File: src/rtl/shift_agc_ctrl_if.sv
// shift_agc_ctrl_if: wide signed I/Q sample bus with its valid qualifier
// Ports (modports):
//   master - drives data_in_I, data_in_Q, data_valid (sample source)
//   slave  - receives data_in_I, data_in_Q, data_valid (shift_agc_ctrl)
interface shift_agc_ctrl_if #(
  parameter int in_width = 88
);
  logic signed [in_width-1:0] data_in_I;
  logic signed [in_width-1:0] data_in_Q;
  logic                       data_valid;
  modport master (output data_in_I, data_in_Q, data_valid);
  modport slave  (input  data_in_I, data_in_Q, data_valid);
endinterface

File: src/rtl/shift_agc_ctrl.sv
// shift_agc_ctrl: windowed headroom measurement driving the I/Q output shift distance
// Ports:
//   clk, rst_n          clock, asynchronous active-low reset
//   s_in                slave sample bus (data_in_I, data_in_Q, data_valid)
//   manual_en           1 = bypass AGC and follow manual_distance
//   manual_distance     manual shift value, clamped to MAX_SHIFT
//   distance            shift distance to the shifter
//   dist_upd            one-cycle pulse, coincident with a new distance value
//   clip                one-cycle pulse when a sample has less headroom than distance
//   peak_headroom       minimum headroom of the last completed window
// Optional feature: define SHIFT_AGC_FAST_ATTACK_EN to lower distance immediately
// on a clipping sample instead of waiting for the window end.
module shift_agc_ctrl #(
  parameter int in_width      = 88,
  parameter int WINDOW_LEN    = 1024,
  parameter int HEADROOM_BITS = 1,
  parameter int DECAY_HOLD    = 4,
  parameter int DECAY_STEP    = 1,
  parameter int MAX_SHIFT     = 56,
  parameter int INIT_DISTANCE = 0
) (
  input  logic                  clk,
  input  logic                  rst_n,
  shift_agc_ctrl_if.slave       s_in,
  input  logic                  manual_en,
  input  logic [7:0]            manual_distance,
  output logic [7:0]            distance,
  output logic                  dist_upd,
  output logic                  clip,
  output logic [7:0]            peak_headroom
);
  localparam int CW = $clog2(WINDOW_LEN + 1);
  localparam logic [7:0]    H_MAX = 8'(in_width - 1);
  localparam logic [7:0]    M_MAX = 8'(MAX_SHIFT);
  localparam logic [7:0]    HB    = 8'(HEADROOM_BITS);
  localparam logic [7:0]    DS    = 8'(DECAY_STEP);
  localparam logic [7:0]    DH    = 8'(DECAY_HOLD);
  localparam logic [CW-1:0] WL    = CW'(WINDOW_LEN);
  typedef enum logic [1:0] {MEASURE, UPDATE, MANUAL} state_t;
  state_t                r_state;
  logic [in_width-1:0]   r_i, r_q;
  logic                  r_v1, r_v2, r_upd, r_clip;
  logic [7:0]            r_hs, r_min, r_hold, r_dist, r_peak;
  logic [CW-1:0]         r_cnt;
  logic [7:0]            w_hi, w_hq, w_hs, w_min, w_sub, w_safe, w_gap, w_rise, w_hold_inc, w_man, w_dist;
  logic                  w_hit;
  // Counts bits below the sign bit that still equal it; stops at the first differing bit.
  function automatic logic [7:0] headroom(input logic [in_width-1:0] x);
    logic [7:0] h;
    logic       run;
    h   = '0;
    run = 1'b1;
    for (int k = in_width - 2; k >= 0; k--) begin
      run = run & (x[k] == x[in_width-1]);
      h   = h + 8'(run);
    end
    return h;
  endfunction
  assign w_hi       = headroom(r_i);
  assign w_hq       = headroom(r_q);
  assign w_hs       = (w_hi < w_hq) ? w_hi : w_hq;
  assign w_min      = (r_hs < r_min) ? r_hs : r_min;
  assign w_sub      = (r_min > HB) ? r_min - HB : 8'd0;
  assign w_safe     = (w_sub > M_MAX) ? M_MAX : w_sub;
  assign w_gap      = w_safe - r_dist;
  assign w_rise     = r_dist + ((DS < w_gap) ? DS : w_gap);
  assign w_hold_inc = r_hold + 8'd1;
  assign w_man      = (manual_distance > M_MAX) ? M_MAX : manual_distance;
  assign w_hit      = r_v2 && (r_hs < r_dist);
  always_comb begin
    w_dist = r_dist;
    if (manual_en)
      w_dist = w_man;
    else if (r_state == UPDATE)
      w_dist = (w_safe < r_dist) ? w_safe :
               (w_safe > r_dist && w_hold_inc >= DH) ? w_rise : r_dist;
`ifdef SHIFT_AGC_FAST_ATTACK_EN
    else if (r_state == MEASURE && w_hit)
      w_dist = (r_hs > HB) ? r_hs - HB : 8'd0;
`endif
  end
  always_ff @(posedge clk or negedge rst_n) begin
    if (!rst_n) begin
      r_i     <= '0;
      r_q     <= '0;
      r_v1    <= 1'b0;
      r_v2    <= 1'b0;
      r_hs    <= '0;
      r_state <= MEASURE;
      r_cnt   <= '0;
      r_min   <= H_MAX;
      r_hold  <= '0;
      r_dist  <= 8'(INIT_DISTANCE);
      r_upd   <= 1'b0;
      r_clip  <= 1'b0;
      r_peak  <= H_MAX;
    end else begin
      r_i    <= s_in.data_in_I;
      r_q    <= s_in.data_in_Q;
      r_v1   <= s_in.data_valid;
      r_hs   <= w_hs;
      r_v2   <= r_v1;
      r_clip <= w_hit;
      r_dist <= w_dist;
      r_upd  <= (w_dist != r_dist);
      if (manual_en) begin
        r_state <= MANUAL;
        r_cnt   <= '0;
        r_min   <= H_MAX;
        r_hold  <= '0;
      end else if (r_state == MANUAL) begin
        r_state <= MEASURE;
      end else if (r_state == UPDATE) begin
        // A sample landing here opens the next window rather than being lost.
        r_state <= MEASURE;
        r_peak  <= r_min;
        r_cnt   <= r_v2 ? CW'(1) : '0;
        r_min   <= r_v2 ? r_hs : H_MAX;
        r_hold  <= (w_safe > r_dist && w_hold_inc < DH) ? w_hold_inc : '0;
      end else if (r_v2) begin
        r_cnt <= r_cnt + CW'(1);
        r_min <= w_min;
        if (r_cnt + CW'(1) == WL)
          r_state <= UPDATE;
`ifdef SHIFT_AGC_FAST_ATTACK_EN
        if (w_hit)
          r_hold <= '0;
`endif
      end
    end
  end
  assign distance      = r_dist;
  assign dist_upd      = r_upd;
  assign clip          = r_clip;
  assign peak_headroom = r_peak;
endmodule

File: src/flat_wrapper.sv
// flat-port wrapper written by rule: the top's interface ports become plain ports
module shift_agc_ctrl_flat 
#(
  parameter int in_width      = 88,
  parameter int WINDOW_LEN    = 1024,
  parameter int HEADROOM_BITS = 1,
  parameter int DECAY_HOLD    = 4,
  parameter int DECAY_STEP    = 1,
  parameter int MAX_SHIFT     = 56,
  parameter int INIT_DISTANCE = 0
)
  (clk, rst_n, manual_en, manual_distance, distance, dist_upd, clip, peak_headroom, s_in_data_in_I, s_in_data_in_Q, s_in_data_valid);
  shift_agc_ctrl_if #(.in_width(in_width)) s_in_i ();
  input  logic clk;
  input  logic rst_n;
  input  logic manual_en;
  input  logic [7:0] manual_distance;
  output logic [7:0] distance;
  output logic dist_upd;
  output logic clip;
  output logic [7:0] peak_headroom;
  input wire logic [$bits(s_in_i.data_in_I)-1:0] s_in_data_in_I;
  input wire logic [$bits(s_in_i.data_in_Q)-1:0] s_in_data_in_Q;
  input wire logic [$bits(s_in_i.data_valid)-1:0] s_in_data_valid;
  assign s_in_i.data_in_I = s_in_data_in_I;
  assign s_in_i.data_in_Q = s_in_data_in_Q;
  assign s_in_i.data_valid = s_in_data_valid;
  shift_agc_ctrl #(.in_width(in_width), .WINDOW_LEN(WINDOW_LEN), .HEADROOM_BITS(HEADROOM_BITS), .DECAY_HOLD(DECAY_HOLD), .DECAY_STEP(DECAY_STEP), .MAX_SHIFT(MAX_SHIFT), .INIT_DISTANCE(INIT_DISTANCE)) u_core (.clk(clk), .rst_n(rst_n), .s_in(s_in_i), .manual_en(manual_en), .manual_distance(manual_distance), .distance(distance), .dist_upd(dist_upd), .clip(clip), .peak_headroom(peak_headroom));
endmodule
File: config.mk
export PLATFORM = sky130hd
export DESIGN_NAME = shift_agc_ctrl_flat
export DESIGN_NICKNAME = d
export VERILOG_FILES = /design/src/rtl/shift_agc_ctrl_if.sv /design/src/rtl/shift_agc_ctrl.sv /design/src/flat_wrapper.sv
export SDC_FILE = /design/constraint.sdc
export NUM_CORES = 1
export LEC_CHECK = 0
export ABC_CLOCK_PERIOD_IN_PS = 9410
export CORE_AREA = 10 10 147 285
export CTS_CLUSTER_DIAMETER = 100
export CTS_CLUSTER_SIZE = 25
export DETAILED_ROUTE_END_ITERATION = 8
export DIE_AREA = 0 0 157 295
export PLACE_DENSITY = 0.7
export SYNTH_ARGS = -nofsm -noshare
export SYNTH_HDL_FRONTEND = slang
export SYNTH_SLANG_ARGS = --single-unit
File: constraint.sdc
create_clock -name clk -period 9.41 [get_ports clk]
set_input_delay 1.4115 -clock clk [delete_from_list [all_inputs] [get_ports clk]]
set_output_delay 1.4115 -clock clk [all_outputs]
set_load 0.1 [all_outputs]
==> flow_metrics.py, run 1 <==
metrics = {
    "placement": {
        "gp_congestion": 0.9227,
        "place_area_um2": 20600,
        "dp_hpwl_um": 39510,
        "port_buffers": 205,
        "place_inst": 2454,
    },
    "floorplanning": {
        "design.core.area_um2": 37160,
        "die_y_um": 295,
        "start_util_pct": 44.51,
        "die_area_um2": 46320,
        "io_pins": 206,
        "die_w_um": 157,
        "rows": 100,
    },
    "power_and_ir_drop": {
        "clockPowerShare_pct": 27.0,
        "power_frac_seq_pct": 51.0,
        "switchingPower_uw": 611.2,
        "p_leak_uw": 0.009802,
        "switching_share_pct": 28.28,
        "p_per_area_nw_per_um2": 102.3,
        "p_int_uw": 1550,
        "p_comb_share_pct": 22.0,
        "total_power_uw": 2161,
        "vdd_ir_drop_max_v": 0.0001713,
    },
    "critical_path": {
        "rr_startpoint": "u_core.r_q[87]",
        "cp_max_fo": 6,
        "criticalPathCategory": "flip-flop to flip-flop",
        "crit_path_frequent_cell": "fa_1",
        "slowest_stage": "or4_4",
        "reg2regPathDepth": 39,
        "cpLargestDelayFamily": "adder cells",
        "required_ps": 9830,
        "slowest_delay_ps": 540,
        "critPathArrivalTime_ps": 10380,
        "startpoint_type": "flip-flop",
        "end_kind": "flip-flop",
        "path_buf_inv": 11,
        "crit_cells": 39,
        "critical_path.startpoint": "u_core.r_q[87]",
    },
    "synth": {
        "yosys_warnings": 0,
        "synth_area_um2": 16540,
        "synthFlopType": "dfrtp_1",
        "ys_seq_area_share_pct": 35.33,
        "synth-async-reset-ratio_pct": 100.0,
        "avgSynthCellArea_um2": 10.15,
        "synth-seq-cells": 233,
        "syn-instance-count": 1629,
        "synth-edff-count": 0,
        "netlist-cell-type-count": 78,
    },
    "layout": {
        "area_growth_pct": 27.77,
        "post_layout_nonfiller_instances": 2480,
        "drive_above_1_share_pct": 15.44,
        "num-nets-final": 2439,
        "final_cell_mix": "inv_1 (223), dfrtp_1 (221), clkdlybuf4s50_1 (204)",
        "postLayoutCellArea_um2": 21130,
        "fin_util_pct": 56.87,
        "final_common_cell": "inv_1",
        "antennaDiodeCount": 0,
    },
    "outcome": {
        "violations": "negative setup slack",
        "outcome": "complete, but fails checks",
    },
    "min_path": {
        "hold_depth": 0,
        "hold_class": "flip-flop to flip-flop",
        "min-delay-start": "u_core.r_v1",
    },
    "grt": {
        "track_usage_pct": 20.26,
        "grt_pass1_vias": 14210,
        "grt_pass1_wl_um": 73020,
        "grt-ovfl-total": 0,
        "grtUsageMet1_pct": 18.06,
        "busiest_layer": "met2",
        "antenna_found_initial": 0,
        "grt_max_degree": 114,
        "met3_usage_pct": 3.042,
        "grt_use_met2_pct": 41.07,
    },
    "sta": {
        "hold_violations": 0,
        "rsz0062_at_grt": "yes",
        "slew_viol_final": 0,
        "layout_setup_ws_ps": -544.5,
        "period_minus_slack_ps": 9954,
        "setup_violations": 8,
        "relSlewSlack_pct": 34.05,
        "worst_slew_pin_slew_ps": 986.1,
        "finClkSkew_ps": 16.43,
        "fin_tns_setup_ps": -4089,
        "period_share_pct": 105.8,
        "max_freq_ghz": 0.1005,
    },
    "cts": {
        "clk_latency_ps": 500,
        "cts_tree": "yes",
        "clock_sinks": 233,
        "root_buffer": "clkbuf_16",
        "h-tree-depth": 1,
        "path_clk_slew_ps": 100,
        "cts_buffers": 13,
        "hold_buffers": 0,
        "cts_buffer_depth": 3,
    },
    "route": {
        "drtIter0Drc": 477,
        "dr.pass1.iters": 5,
        "vias_per_cell": 5.305,
        "wl_per_cell_um": 18.80,
        "routed_wl_um": 46630,
        "via_count": 13160,
        "drc": 0,
        "ant_nets": 0,
    },
    "flow_run": {
        "cap_viol_max_count": 0,
    },
}
cell usage after synthesis (all sizes together), types with 4 or more instances:
cell    instances  area (µm²)
xnor2          30       262.8
a21o           23       172.7
nand3          61       305.3
nand4          19       125.1
nor4           18       142.6
inv           228       855.8
nor2b          11       68.82
nor2          104       392.9
o211ai         10       75.07
mux2           24       270.3
o31ai           9       67.56
nor3           54       304.0
buf            19       93.84
a31oi          18       112.6
o22ai          12       75.07
dfstp          10       262.8
o21a            9       67.56
and4            9       78.83
dfrtp         223        5580
nand2b         15       101.3
or4            16       131.4
xor2           48       420.4
a211oi         12       95.09
o21bai          5       37.54
nand2          89       336.6
nor3b           4       30.03
mux2i          21       222.7
ha             81        1013
a22o            6       52.55
clkbuf         21       78.83
or3            44       275.3
and3           45       282.8
or2             6       37.54
a21oi          51       259.0
o21ai          70       354.1
a221oi          5       50.04
fa            152        3043
and2           14       87.58
worst paths after layout:
check | end | slack, ps
setup / recovery | u_core.r_hs[7] | -540
hold / removal | u_core.r_v2 | 360
setup reg to reg | u_core.r_hs[7] | -540
hold reg to reg | u_core.r_v2 | 360
max in group asynchronous | u_core.r_i[87] | 7110
min in group asynchronous | u_core.r_i[23] | 970
cell families after synthesis:
group / after synthesis / synth area share [%]
mux: 45 / 2.981
buf+inv: 268 / 6.219
fa+ha+maj: 233 / 24.53
other cells: 1 / 0.02267
compound gates: 256 / 10.08
simple gates: 515 / 16.70
xor+xnor: 78 / 4.131
flops: 233 / 35.33
power by group through the flow:
stage               registers, µW  clock network, µW  logic (µW)
floorplan                    1130                  0         239
global placement             1120                  0         458
detailed placement           1120                  0         467
CTS                          1100                609         476
global route                 1110                643         525
finish                       1100                583         476
repair_timing:
action | in CTS | in global routing
setup buffers | 7 | 1
setup endpoints to repair | 8 | 8
gates cloned | 0 | 0
gates resized for setup | 12 | 15
pin swaps | 1 | 4
layer usage:
layer,part of all wire (%),vias to the layer above
met4,5.8,0
met3,4.3,103
li1,-,6283
met2,58,345
met1,32,6426
met5,0,-
registers in the layout, summed over array words and instances (netlist names):
name / count
u_core.clip: 1
u_core.dist_upd: 1
u_core.distance: 8
u_core.peak_headroom: 8
u_core.r_cnt: 11
u_core.r_hold: 8
u_core.r_hs: 8
u_core.r_i: 88
u_core.r_min: 8
u_core.r_q: 88
u_core.r_state: 2
u_core.r_v1: 1
u_core.r_v2: 1
layout make-up:
type,instances,area [µm²]
tap,459,574.3
inverter,228,855.8
fill,3178,16030
timing repair buffer,406,3626
clock buffer,16,336.6
multi-input combinational,1136,9867
clock inverter,2,21.27
sequential,233,5851
stage by stage:
step	hold WS, ps	setup WS (ps)
2_1_floorplan	331.2	3.952
3_3_place_gp	342.7	-501.7
3_5_place_dp	336.3	-675.3
4_1_cts	366.9	-600.3
5_1_grt	376.3	-926.0
6_report	364.1	-544.5
Power figures use the tool's default switching activity.
==> run 2, diff against run 1 <==
--- a/config.mk
+++ b/config.mk
@@ -6,12 +6,14 @@
 export NUM_CORES = 1
 export LEC_CHECK = 0
 export ABC_CLOCK_PERIOD_IN_PS = 9410
-export CORE_AREA = 10 10 147 285
+export CORE_AREA = 2 2 139 277
 export CTS_CLUSTER_DIAMETER = 100
 export CTS_CLUSTER_SIZE = 25
 export DETAILED_ROUTE_END_ITERATION = 8
-export DIE_AREA = 0 0 157 295
+export DIE_AREA = 0 0 141 279
+export GPL_TIMING_DRIVEN = 1
 export PLACE_DENSITY = 0.7
+export SKIP_LAST_GASP = 1
 export SYNTH_ARGS = -nofsm -noshare
 export SYNTH_HDL_FRONTEND = slang
 export SYNTH_SLANG_ARGS = --single-unit
==> run 2 against run 1 <==
Against the previous run:
- largest cell class unchanged
- non-clock buffer count rose by 10
- register-to-register slack improved by 110 ps
- cell area increased by 0.67%
- utilization up 0.38 points
- maximum frequency is 1.2% higher
- routed wire length down 1.7%
- final cell count up 0.40%
- the flow still finishes with violations (negative setup slack)
==> flow_metrics.py, run 2 (synthesis results as in run 1) <==
metrics = {
    "outcome": {
        "outcome": "complete, but fails checks",
        "violations": "negative setup slack",
    },
    "grt": {
        "grt_max_degree": 87,
        "grt_pass1_vias": 14440,
        "grt_pass1_wl_um": 72530,
        "grt-ovfl-total": 0,
        "track_usage_pct": 23.63,
        "antenna_found_initial": 0,
    },
    "critical_path": {
        "slowest_stage": "dfrtp_4",
        "critPathArrivalTime_ps": 10240,
        "crit_path_frequent_cell": "fa_1",
        "end_kind": "flip-flop",
        "rr_endpoint": "u_core.r_hs[0]",
        "slowest_delay_ps": 540,
        "cp_max_fo": 7,
        "startpoint_type": "flip-flop",
        "criticalPathCategory": "flip-flop to flip-flop",
        "reg2regPathDepth": 36,
        "rr_startpoint": "u_core.r_q[87]",
        "required_ps": 9810,
        "reg2reg_slack_ps": -430,
    },
    "route": {
        "routed_wl_um": 45840,
        "ant_nets": 0,
        "drc": 0,
        "drtIter0Drc": 511,
        "dr.pass1.iters": 7,
        "wl_per_cell_um": 18.41,
        "vias_per_cell": 5.338,
        "via_count": 13290,
    },
    "floorplanning": {
        "start_util_pct": 44.51,
        "die_w_um": 141,
        "io_pins": 206,
        "design.core.area_um2": 37160,
        "die_y_um": 279,
        "rows": 100,
        "die_area_um2": 39340,
    },
    "sta": {
        "period_share_pct": 104.6,
        "whs_ps": 366.5,
        "rsz0062_at_grt": "yes",
        "period_minus_slack_ps": 9841,
        "layout_setup_ws_ps": -431.2,
        "worst_slew_pin_slew_ps": 1013,
        "hold_violations": 0,
        "setup_violations": 8,
        "max_freq_ghz": 0.1016,
        "finClkSkew_ps": 27.82,
        "relSlewSlack_pct": 31.78,
        "slew_viol_final": 0,
    },
    "placement": {
        "dp_hpwl_um": 38380,
        "gp_congestion": 0.9710,
        "place_area_um2": 20640,
        "port_buffers": 205,
        "place_inst": 2457,
    },
    "flow_run": {
        "cap_viol_max_count": 0,
    },
    "cts": {
        "cts_buffer_depth": 3,
        "path_clk_slew_ps": 110,
        "clk_latency_ps": 510,
        "h-tree-depth": 1,
        "cts_buffers": 13,
        "hold_buffers": 0,
        "cts_tree": "yes",
        "root_buffer": "clkbuf_16",
        "clock_sinks": 233,
    },
    "power_and_ir_drop": {
        "power_frac_seq_pct": 51.0,
        "p_per_area_nw_per_um2": 101.9,
        "switching_share_pct": 28.43,
        "switchingPower_uw": 615.9,
        "vdd_ir_drop_max_v": 0.0001593,
        "p_int_uw": 1551,
        "p_leak_uw": 0.009840,
        "clockPowerShare_pct": 27.1,
        "p_comb_share_pct": 21.9,
    },
    "layout": {
        "final_common_cell": "inv_1",
        "final_cell_mix": "inv_1 (222), dfrtp_1 (221), clkdlybuf4s50_1 (204)",
        "drive_above_1_share_pct": 16.40,
        "post_layout_nonfiller_instances": 2490,
        "area_growth_pct": 28.63,
        "top_regs": "u_core.r_i: 88 flops, u_core.r_q: 88 flops, u_core.r_cnt: 11 flops",
        "antennaDiodeCount": 0,
        "fin_util_pct": 57.25,
        "postLayoutCellArea_um2": 21270,
        "nFillCells": 3155,
        "num-nets-final": 2449,
    },
    "min_path": {
        "min-delay-start": "u_core.r_v1",
        "hold_depth": 0,
        "hold_class": "flip-flop to flip-flop",
        "min_to": "u_core.r_v2",
    },
}
## run 2: worst max-delay path by stage
| stage | startpoint | to | slack (ps) | cells after the start |
|---|---|---|---|---|
| after floorplan | u_core.r_q[87] | u_core.r_hs[0] | 4 | 38 |
| after global placement | u_core.r_q[87] | u_core.r_hs[6] | -560 | 39 |
| after detailed placement | u_core.r_q[87] | u_core.r_hs[2] | -700 | 39 |
| after CTS | u_core.r_q[87] | u_core.r_hs[6] | -450 | 38 |
| after global routing | u_core.r_q[87] | u_core.r_hs[4] | -850 | 38 |
| final | u_core.r_q[87] | u_core.r_hs[0] | -430 | 36 |
## run 2: worst max-delay path: cells and delay by family, from the launching register on
kind | cells | cell delay (ps)
DFF | 1 | 540
xor gates and xnor gates | 1 | 250
buffers and inverters | 11 | 950
muxes | 2 | 610
adders and majority gates | 12 | 5150
and+or+nand+nor | 6 | 1570
AOI/OAI and AO/OA | 4 | 650
## run 2: stage by stage
| step | worst slack [ps] | TNS, ps | total power (µW) |
|---|---|---|---|
| final | -431.2 | -3244 | 2167 |
| after global routing | -846.2 | -6527 | 2284 |
| after CTS | -454.5 | -3386 | 2195 |
| after detailed placement | -703.2 | -5343 | 1594 |
| after global placement | -556.9 | -4329 | 1583 |
| after floorplan | 3.952 | 0 | 1365 |
## run 2: layer usage
layer / routed length (µm) / part of all wire (%) / track usage [%] / up-vias
li1: - / - / - / 6302
met1: 14500 / 32 / 21.88 / 6534
met2: 27180 / 59 / 48.87 / 337
met3: 1396 / 3.0 / 2.281 / 118
met4: 2766 / 6.0 / 12.51 / 0
met5: 0 / 0 / 0 / -
## run 2: cell type report
class	instances	area, µm²	share of cell area [%]
timing repair buffer	416	3705	17.42
clock buffer	17	340.3	1.600
clock inverter	1	20.02	0.09411
multi-input combinational	1136	9927	46.67
inverter	228	855.8	4.023
tap	459	574.3	2.700
sequential	233	5851	27.50
## run 2: power by group through the flow
stage | combinational, µW | sequential, µW | clock (µW)
detailed placement | 468 | 1130 | 0
global placement | 460 | 1120 | 0
global route | 525 | 1110 | 647
CTS | 477 | 1100 | 613
floorplan | 239 | 1130 | 0
finish | 476 | 1100 | 586
## run 2: what timing repair did
item,CTS,global route
endpoints found under the setup margin,8,8
setup buffers,10,5
gates resized for setup,20,26
pin swaps,9,16
